## src/rtl/stack_arbiter_pkg.sv

```systemverilog
// Shared types and constants for the two-port stack arbiter.
package stack_arbiter_pkg;

  localparam int unsigned Width = 4;

  typedef enum logic [1:0] {
    StIdle  = 2'd0,
    StIssue = 2'd1,
    StResp  = 2'd2
  } state_e;

  localparam logic OpPush = 1'b0;
  localparam logic OpPop  = 1'b1;

endpackage

```

## src/rtl/stack_arbiter_if.sv

```systemverilog
// Requester-side and stack-side signals of the stack arbiter, bundled as one interface.
interface stack_arbiter_if
  import stack_arbiter_pkg::*;
#(
  parameter int unsigned WIDTH = Width
) ();

  logic [1:0]       req;
  logic [1:0]       op;
  logic [1:0]       lock;
  logic [WIDTH-1:0] wdata0;
  logic [WIDTH-1:0] wdata1;
  logic [1:0]       ack;
  logic [1:0]       err;
  logic [WIDTH-1:0] rdata;
  logic             stk_push;
  logic             stk_pop;
  logic [WIDTH-1:0] stk_data_in;
  logic [WIDTH-1:0] stk_data_out;
  logic             stk_full;
  logic             stk_empty;

  // Arbiter side.
  modport slave (
    input  req, op, lock, wdata0, wdata1, stk_data_out, stk_full, stk_empty,
    output ack, err, rdata, stk_push, stk_pop, stk_data_in
  );

  // Environment side: requesters plus the stack.
  modport master (
    output req, op, lock, wdata0, wdata1, stk_data_out, stk_full, stk_empty,
    input  ack, err, rdata, stk_push, stk_pop, stk_data_in
  );

endinterface

```

## src/rtl/stack_arbiter_rr_arb2.sv

```systemverilog
// Two-way round-robin picker: with both requesting, rr_ptr_i selects the winner.
module stack_arbiter_rr_arb2 (
  input  logic [1:0] req_i,
  input  logic       rr_ptr_i,
  output logic [1:0] gnt_o,
  output logic       gnt_valid_o
);

  always_comb begin
    gnt_o = 2'b00;
    case (req_i)
      2'b01:   gnt_o = 2'b01;
      2'b10:   gnt_o = 2'b10;
      2'b11:   gnt_o = rr_ptr_i ? 2'b10 : 2'b01;
      default: gnt_o = 2'b00;
    endcase
  end

  assign gnt_valid_o = |req_i;

endmodule

```

## src/rtl/stack_arbiter.sv

```systemverilog
// Serialises push/pop requests from two ports onto one LIFO stack, with round-robin and lock.
module stack_arbiter
  import stack_arbiter_pkg::*;
#(
  parameter int unsigned WIDTH = Width
) (
  input  logic           clk,
  input  logic           rstN,
  stack_arbiter_if.slave bus
);

  state_e           state_q, state_d;
  logic             rr_ptr_q, rr_ptr_d;
  logic             lock_valid_q, lock_valid_d;
  logic             lock_owner_q, lock_owner_d;
  logic             gnt_q, gnt_d;
  logic             op_q, op_d;
  logic             err_q, err_d;
  logic             push_q, push_d;
  logic             pop_q, pop_d;
  logic [WIDTH-1:0] data_in_q, data_in_d;

  logic [1:0]       cand;
  logic [1:0]       gnt;
  logic             gnt_valid;
  logic             g;
  logic             g_op;
  logic [WIDTH-1:0] g_wdata;
  logic             reject;
  logic             lock_release;

  logic [1:0]       ack;
  logic [1:0]       err;
  logic [WIDTH-1:0] rdata;

  // While locked only the owner is eligible.
  assign cand = lock_valid_q ? (bus.req & (lock_owner_q ? 2'b10 : 2'b01)) : bus.req;

  stack_arbiter_rr_arb2 u_rr_arb2 (
    .req_i       (cand),
    .rr_ptr_i    (rr_ptr_q),
    .gnt_o       (gnt),
    .gnt_valid_o (gnt_valid)
  );

  assign g            = gnt[1];
  assign g_op         = bus.op[g];
  assign g_wdata      = g ? bus.wdata1 : bus.wdata0;
  assign reject       = ((g_op == OpPush) && bus.stk_full) || ((g_op == OpPop) && bus.stk_empty);
  assign lock_release = lock_valid_q & ~bus.req[lock_owner_q] & ~bus.lock[lock_owner_q];

  always_ff @(posedge clk) begin
    if (!rstN) begin
      state_q <= StIdle;
    end else begin
      state_q <= state_d;
    end
  end

  always_comb begin
    state_d = state_q;
    unique case (state_q)
      StIdle: begin
        if (!lock_release && gnt_valid) state_d = reject ? StResp : StIssue;
      end
      StIssue: state_d = StResp;
      StResp:  state_d = StIdle;
      default: state_d = StIdle;
    endcase
  end

  always_comb begin
    ack   = 2'b00;
    err   = 2'b00;
    rdata = '0;
    if (state_q == StResp) begin
      ack[gnt_q] = 1'b1;
      err[gnt_q] = err_q;
      if (!err_q && (op_q == OpPop)) rdata = bus.stk_data_out;
    end
  end

  // Strobes and write data default to zero, so they drop on the ISSUE -> RESP edge.
  always_comb begin
    rr_ptr_d     = rr_ptr_q;
    lock_valid_d = lock_valid_q;
    lock_owner_d = lock_owner_q;
    gnt_d        = gnt_q;
    op_d         = op_q;
    err_d        = err_q;
    push_d       = 1'b0;
    pop_d        = 1'b0;
    data_in_d    = '0;
    unique case (state_q)
      StIdle: begin
        if (lock_release) begin
          lock_valid_d = 1'b0;
        end else if (gnt_valid) begin
          gnt_d = g;
          op_d  = g_op;
          err_d = reject;
          if (!reject) begin
            push_d    = (g_op == OpPush);
            pop_d     = (g_op == OpPop);
            data_in_d = (g_op == OpPush) ? g_wdata : '0;
          end
        end
      end
      StResp: begin
        if (bus.lock[gnt_q]) begin
          lock_valid_d = 1'b1;
          lock_owner_d = gnt_q;
        end else begin
          lock_valid_d = 1'b0;
          rr_ptr_d     = ~gnt_q;
        end
      end
      default: ;
    endcase
  end

  always_ff @(posedge clk) begin
    if (!rstN) begin
      rr_ptr_q     <= 1'b0;
      lock_valid_q <= 1'b0;
      lock_owner_q <= 1'b0;
      gnt_q        <= 1'b0;
      op_q         <= 1'b0;
      err_q        <= 1'b0;
      push_q       <= 1'b0;
      pop_q        <= 1'b0;
      data_in_q    <= '0;
    end else begin
      rr_ptr_q     <= rr_ptr_d;
      lock_valid_q <= lock_valid_d;
      lock_owner_q <= lock_owner_d;
      gnt_q        <= gnt_d;
      op_q         <= op_d;
      err_q        <= err_d;
      push_q       <= push_d;
      pop_q        <= pop_d;
      data_in_q    <= data_in_d;
    end
  end

  assign bus.ack         = ack;
  assign bus.err         = err;
  assign bus.rdata       = rdata;
  assign bus.stk_push    = push_q;
  assign bus.stk_pop     = pop_q;
  assign bus.stk_data_in = data_in_q;

endmodule

```

## src/flat_wrapper.sv

```systemverilog
// flat-port wrapper written by rule: the top's interface ports become plain ports
module stack_arbiter_flat import stack_arbiter_pkg::*;
#(
  parameter int unsigned WIDTH = Width
)
  (clk, rstN, bus_req, bus_op, bus_lock, bus_wdata0, bus_wdata1, bus_stk_data_out, bus_stk_full, bus_stk_empty, bus_ack, bus_err, bus_rdata, bus_stk_push, bus_stk_pop, bus_stk_data_in);
  stack_arbiter_if #(.WIDTH(WIDTH)) bus_i ();
  input  logic clk;
  input  logic rstN;
  input wire logic [$bits(bus_i.req)-1:0] bus_req;
  input wire logic [$bits(bus_i.op)-1:0] bus_op;
  input wire logic [$bits(bus_i.lock)-1:0] bus_lock;
  input wire logic [$bits(bus_i.wdata0)-1:0] bus_wdata0;
  input wire logic [$bits(bus_i.wdata1)-1:0] bus_wdata1;
  input wire logic [$bits(bus_i.stk_data_out)-1:0] bus_stk_data_out;
  input wire logic [$bits(bus_i.stk_full)-1:0] bus_stk_full;
  input wire logic [$bits(bus_i.stk_empty)-1:0] bus_stk_empty;
  output wire logic [$bits(bus_i.ack)-1:0] bus_ack;
  output wire logic [$bits(bus_i.err)-1:0] bus_err;
  output wire logic [$bits(bus_i.rdata)-1:0] bus_rdata;
  output wire logic [$bits(bus_i.stk_push)-1:0] bus_stk_push;
  output wire logic [$bits(bus_i.stk_pop)-1:0] bus_stk_pop;
  output wire logic [$bits(bus_i.stk_data_in)-1:0] bus_stk_data_in;
  assign bus_i.req = bus_req;
  assign bus_i.op = bus_op;
  assign bus_i.lock = bus_lock;
  assign bus_i.wdata0 = bus_wdata0;
  assign bus_i.wdata1 = bus_wdata1;
  assign bus_i.stk_data_out = bus_stk_data_out;
  assign bus_i.stk_full = bus_stk_full;
  assign bus_i.stk_empty = bus_stk_empty;
  assign bus_ack = bus_i.ack;
  assign bus_err = bus_i.err;
  assign bus_rdata = bus_i.rdata;
  assign bus_stk_push = bus_i.stk_push;
  assign bus_stk_pop = bus_i.stk_pop;
  assign bus_stk_data_in = bus_i.stk_data_in;
  stack_arbiter #(.WIDTH(WIDTH)) u_core (.clk(clk), .rstN(rstN), .bus(bus_i));
endmodule
```

## config.mk

```make
export PLATFORM = sky130hd
export DESIGN_NAME = stack_arbiter_flat
export DESIGN_NICKNAME = d
export VERILOG_FILES = /design/src/rtl/stack_arbiter_pkg.sv /design/src/rtl/stack_arbiter_if.sv /design/src/rtl/stack_arbiter_rr_arb2.sv /design/src/rtl/stack_arbiter.sv /design/src/flat_wrapper.sv
export SDC_FILE = /design/constraint.sdc
export NUM_CORES = 1
export LEC_CHECK = 0
export BUFFER_PORTS_ARGS = -buffer_cell sky130_fd_sc_hd__buf_2
export CORE_UTILIZATION = 40
export CTS_BUF_LIST = sky130_fd_sc_hd__clkbuf_4
export CTS_CLUSTER_DIAMETER = 40
export CTS_CLUSTER_SIZE = 16
export DETAILED_ROUTE_END_ITERATION = 10
export PLACE_DENSITY = 0.71
export RECOVER_POWER = 100
export SLEW_MARGIN = 20
export SYNTH_ARGS = -nofsm -noshare
export SYNTH_HDL_FRONTEND = slang
export SYNTH_HIERARCHICAL = 1
export SYNTH_SLANG_ARGS = --single-unit
```

## constraint.sdc

```tcl
create_clock -name clk -period 2.05 [get_ports clk]
set_input_delay 0.205 -clock clk [delete_from_list [all_inputs] [get_ports clk]]
set_output_delay 0.205 -clock clk [all_outputs]
set_load 0.03 [all_outputs]
```

==> qor.yml, run 1 <==
run_status:
  status: "completed"
power_and_ir_drop:
  intPower_uw: 436
  powerDensity_nw_per_um2: 653
  p_comb_share_pct: 25.3
  p_seq_share_pct: 49.7
  clockPowerShare_pct: 25.1
  power_switching_share_pct: 30.8
  switchingPower_uw: 194
  leakagePower_uw: 0.000422
  irDropWorstVdd_mv: 0.423
floorplan:
  rows: 15
  start_util_pct: 42.5
  die-area_um2: 2010
  die_w_um: 44.9
  die_y_um: 44.9
  pin_count: 36
  core_um2: 1730
worst_setup_path:
  critPathKind: "reg -> reg"
  cp-end-kind: "flop"
  cp-start-kind: "flop"
  reg2reg_to: "u_core/state_q[0]$_SDFFE_PN0P_"
  timing.reg2reg.setup_slack_ps: 220
  r2r-start: "u_core/lock_owner_q$_SDFFE_PN0P_"
  crit_arrival_ps: 2040
  worst_ep_required_time_ps: 2260
  crit_path_max_fanout: 7
  rr_worst_depth: 6
run:
  maxCapViolations: 0
finish:
  final_area_um2: 965
  layout_commonest_cell: "buf_2"
  antenna_cells: 0
  area_growth_pct: 31.3
  mostFrequentLayoutCells: "buf_2, dfxtp_1, clkbuf_1"
  drive_gt1_share_pct: 29.2
  final_net_count: 143
worst_hold_path:
  whs_path_depth: 2
  hold_path.class: "in -> reg"
  min_from: "bus_stk_empty"
  worst_hold_path.endpoint: "u_core/bus.stk_pop$_SDFF_PP0_"
global_routing:
  grt_max_degree: 10
  gr-usage-all-layers_pct: 19.0
  grt.busiest_layer: "met2"
  grt_overflow: 0
  grt_pass1_vias: 694
  grt_pass1_wl_um: 2770
  grt_antenna_before_repair: 0
  grt_use_met1_pct: 23.2
  met2_usage_pct: 32.1
  grt.met3_usage_pct: 2.40
drt:
  drt_iter0_drc: 7
  final_antenna_net_count: 0
  drtPass1Iterations: 4
  wire_per_inst_um: 11.4
  wl_um: 1650
  routed-via-count: 720
  route.detailed.drc: 0
  viasPerCell: 4.97
synthesis:
  syn_area_per_cell_um2: 9.18
  yosysWarnings: 6
  syn-num-nets: 102
  syn-cell-area_um2: 734
  synthCells: 80
clock_tree:
  cts_root_buf: "clkbuf_4"
  clk_path_buf_depth: 2
  cts_sinks: 14
  ctsHtreeMaxLevel: 1
  cts_resized: 0
  cts_setup_buffers: 0
  cts_buffers: 3
  clk_latency_ps: 280
  cts_hold_buf: 0
  cts_tree: "yes"
  clk_pin_slew_ps: 80
place:
  portBuffers: 35
  place_hpwl_um: 1320
  dpl_cell_area_um2: 951
  routabilityCongestion: 0.828
sta:
  finalHoldViolCount: 0
  finalSetupTns_ps: 0
  rsz0062_at_grt: "no"
  worst_pin_slew_ps: 380
  clock_skew_ps: 2.98
  slew_headroom_pct: 74.8
  max_freq_ghz: 0.547
  setup_viol: 0
  hold_slack_ps: 107
  fin_crit_ps: 1830
  maxSlewViolCount: 0
  fin_crit_sh_pct: 89.2
[metrics by stage]
stage	utilization, %	cells	setup slack, ps	power (uW)
final	55.9	145	220	630
after global routing	55.9	145	2.43	671
after CTS	56.6	145	212	642
after detailed placement	55.1	141	217	481
after global placement	55.1	141	298	475
after floorplan	-	80	267	423
[worst max path at each step]
stage	slack [ps]	cells past startpoint	to	from
6_report	220	6	u_core/state_q[0]$_SDFFE_PN0P_	u_core/lock_owner_q$_SDFFE_PN0P_
5_1_grt	2	6	u_core/state_q[0]$_SDFFE_PN0P_	u_core/lock_owner_q$_SDFFE_PN0P_
2_1_floorplan	270	7	u_core/state_q[0]$_SDFFE_PN0P_	u_core/lock_owner_q$_SDFFE_PN0P_
3_3_place_gp	300	6	u_core/state_q[0]$_SDFFE_PN0P_	u_core/lock_owner_q$_SDFFE_PN0P_
4_1_cts	210	6	u_core/state_q[0]$_SDFFE_PN0P_	u_core/lock_owner_q$_SDFFE_PN0P_
3_5_place_dp	220	6	u_core/state_q[0]$_SDFFE_PN0P_	u_core/lock_owner_q$_SDFFE_PN0P_
[sequential cells by signal, indices dropped and copies added (netlist names)]
register                flops
u_core/bus.stk_pop          1
u_core/err_q                1
u_core/gnt_q                1
u_core/lock_valid_q         1
u_core/bus.stk_push         1
u_core/lock_owner_q         1
u_core/bus.stk_data_in      4
u_core/op_q                 1
u_core/rr_ptr_q             1
u_core/state_q              2
[per-layer routing]
layer | wire length [um] | vias up
li1 | - | 369
met1 | 705 | 325
met2 | 858 | 24
met3 | 78 | 2
met4 | 9 | 0
met5 | 0 | -
[power groups by stage]
| stage | clock network, uW | logic [uW] | registers [uW] |
|---|---|---|---|
| floorplan | 0 | 101 | 322 |
| finish | 158 | 159 | 313 |
| CTS | 167 | 162 | 313 |
| global route | 179 | 175 | 317 |
| detailed placement | 0 | 162 | 319 |
| global placement | 0 | 157 | 319 |
[cell type report]
type	instances	area, um2
inverter	3	11.3
timing repair buffer	37	178
sequential	14	280
fill	168	762
clock buffer	3	22.5
multi-input combinational	62	438
tap	25	31.3
clock inverter	1	3.75
[critical path, stage by stage, from the launching register on]
cell	delay [ps]
dfxtp_1	440
inv_1	80
a21boi_0	200
a21boi_1	280
mux2i_1	280
mux2i_1	320
nor2b_1	180
Power figures use the tool's default switching activity.
==> run 2, diff against run 1 <==
--- a/config.mk
+++ b/config.mk
@@ -6,6 +6,7 @@
 export NUM_CORES = 1
 export LEC_CHECK = 0
 export BUFFER_PORTS_ARGS = -buffer_cell sky130_fd_sc_hd__buf_2
+export CORE_ASPECT_RATIO = 0.75
 export CORE_UTILIZATION = 40
 export CTS_BUF_LIST = sky130_fd_sc_hd__clkbuf_4
 export CTS_CLUSTER_DIAMETER = 40
==> qor.yml, run 2 (synthesis gave the netlist of run 1 again) <==
global_routing:
  grt_antenna_before_repair: 0  # unchanged
  grt_pass1_vias: 614  # -12%
  grt_overflow: 0  # unchanged
  grt_pass1_wl_um: 2610  # -5.7%
  gr-usage-all-layers_pct: 17.8  # -1.2 points
  grt_max_degree: 10  # unchanged
sta:
  fin_crit_sh_pct: 95.1  # +5.8 points
  worst_pin_slew_ps: 380  # +0.0403 ps
  finalHoldViolCount: 0  # unchanged
  maxSlewViolCount: 0  # unchanged
  setup_viol: 0  # unchanged
  fin_crit_ps: 1950  # +120 ps
  setup_ws_ps: 101  # -120 ps
  clock_skew_ps: 3.61  # +0.627 ps
  max_freq_ghz: 0.513  # -6.1%
  hold_slack_ps: 120  # +13.6 ps
  slew_headroom_pct: 74.8  # about the same
finish:
  final_area_um2: 961  # -0.39%
  area_growth_pct: 30.8
  largest_reg_flops: 4  # unchanged
  drive_gt1_share_pct: 31.4  # +2.2 points
  antenna_cells: 0  # unchanged
  final_net_count: 142  # -0.70%
  layout_commonest_cell: "buf_2"
  mostFrequentLayoutCells: "buf_2, dfxtp_1, clkbuf_1"
clock_tree:
  cts_buffers: 3  # unchanged
  cts_setup_buffers: 0  # unchanged
  cts_root_buf: "clkbuf_4"
  cts_tree: "yes"
  ctsHtreeMaxLevel: 1  # unchanged
  clk_path_buf_depth: 2  # unchanged
  clk_pin_slew_ps: 80  # about the same
  cts_sinks: 14  # unchanged
  clk_latency_ps: 270  # about the same
drt:
  routed-via-count: 721  # +0.14%
  final_antenna_net_count: 0  # unchanged
  drt_iter0_drc: 15  # +8
  route.detailed.drc: 0  # unchanged
  wire_per_inst_um: 12.4  # +9.2%
  viasPerCell: 5.15  # +3.7%
  drtPass1Iterations: 5  # +1
  wl_um: 1740  # +5.4%
worst_setup_path:
  worst_ep_required_time_ps: 2260  # about the same
  crit_chain: "inv_1 > a21boi_0 > a21boi_2 > mux2i_2 > mux2i_2 > nor2b_1"
  cp-start-kind: "flop"
  crit_path_max_fanout: 7  # unchanged
  cp-end-kind: "flop"
  critPathTopFamily: "multiplexers"
  crit_buf_inv: 1  # unchanged
  cpMaxStageDelayCell: "dfxtp_1"
  path_common_cell: "mux2i_2"
  crit_arrival_ps: 2160  # +120 ps
  critPathKind: "reg -> reg"
  max_stage_delay_ps: 440  # about the same
power_and_ir_drop:
  powerDensity_nw_per_um2: 657  # +0.57%
  power_uw: 631  # +0.18%
  leakagePower_uw: 0.000419  # -0.75%
  irDropWorstVdd_mv: 0.356  # -16%
place:
  dp_slack_ps: 64.6  # -152 ps
  routabilityCongestion: 0.802  # -3.1%
  portBuffers: 35  # unchanged
  place_hpwl_um: 1360  # +2.4%
  dpl_cell_area_um2: 940  # -1.2%
floorplan:
  die-area_um2: 2010  # about the same
  die_w_um: 51.5  # +15%
  die_y_um: 39.1  # -13%
  pin_count: 36  # unchanged
  start_util_pct: 42.6  # +0.062 points
  rows: 13  # -2
  core_um2: 1720  # -0.15%
run_status:
  status: "completed"
run:
  maxCapViolations: 0  # unchanged
worst_hold_path:
  hold_path.class: "in -> reg"
==> run 2: cell types whose count changed in the layout (fill, tap and decap cells not counted), sizes merged <==
cell / previous run / this run
clkinv: 1 / 0
buf: 23 / 26
clkbuf: 17 / 13
==> run 2: worst paths after layout <==
path / start / endpoint / slack [ps] / depth (start not counted)
max reg2reg: u_core/lock_owner_q$_SDFFE_PN0P_ / u_core/state_q[0]$_SDFFE_PN0P_ / 100 / 6
min: bus_stk_empty / u_core/bus.stk_pop$_SDFF_PP0_ / 120 / 2
max: u_core/lock_owner_q$_SDFFE_PN0P_ / u_core/state_q[0]$_SDFFE_PN0P_ / 100 / 6
min reg2reg: u_core/op_q$_SDFFE_PN0P_ / u_core/op_q$_SDFFE_PN0P_ / 460 / 2
==> run 2: worst reg2reg max path: cells and delay by family (launching register included) <==
family / cells / cell delay (ps)
muxes: 2 / 690
and+or+nand+nor: 1 / 170
DFF: 1 / 440
buffers and inverters: 1 / 90
AOI/OAI and AO/OA: 2 / 500
==> run 2: cell type report <==
class | count | area (um2)
fillers | 161 | 763
multi-input cells | 62 | 449
flip-flops and latches | 14 | 280
repair buffers | 36 | 170
well taps | 22 | 27.5
inverters | 3 | 11.3
clock buffers | 3 | 22.5
==> run 2: per-stage QoR <==
step,util [%],cells,TNS [ps]
after floorplan,-,80,0
final,55.7,140,0
after global placement,54.5,137,0
after detailed placement,54.5,137,0
after CTS,55.8,140,0
after global routing,55.7,140,-22.1
==> run 2: timing repair <==
item                                    4_1_cts  5_1_grt
endpoints found under the setup margin        0        7
hold buffers                                  0        0
resized for setup                             0        3
==> run 2: routing by layer <==
layer	share of wire, %	up-vias	track usage [%]
li1	-	365	-
met3	5.8	0	3.53
met1	47	323	23.9
met4	0	0	4.05
met2	47	33	29.5
met5	0	-	0
==> run 2: where the power goes <==
| part | switching, uW | total, uW | leakage [uW] | internal, uW |
|---|---|---|---|---|
| clock network | 86.1 | 154 | 0.0000138 | 68.0 |
| registers | 20.4 | 313 | 0.000114 | 292 |
| logic | 90.3 | 164 | 0.000291 | 73.8 |
| total | 197 | 631 | 0.000419 | 434 |
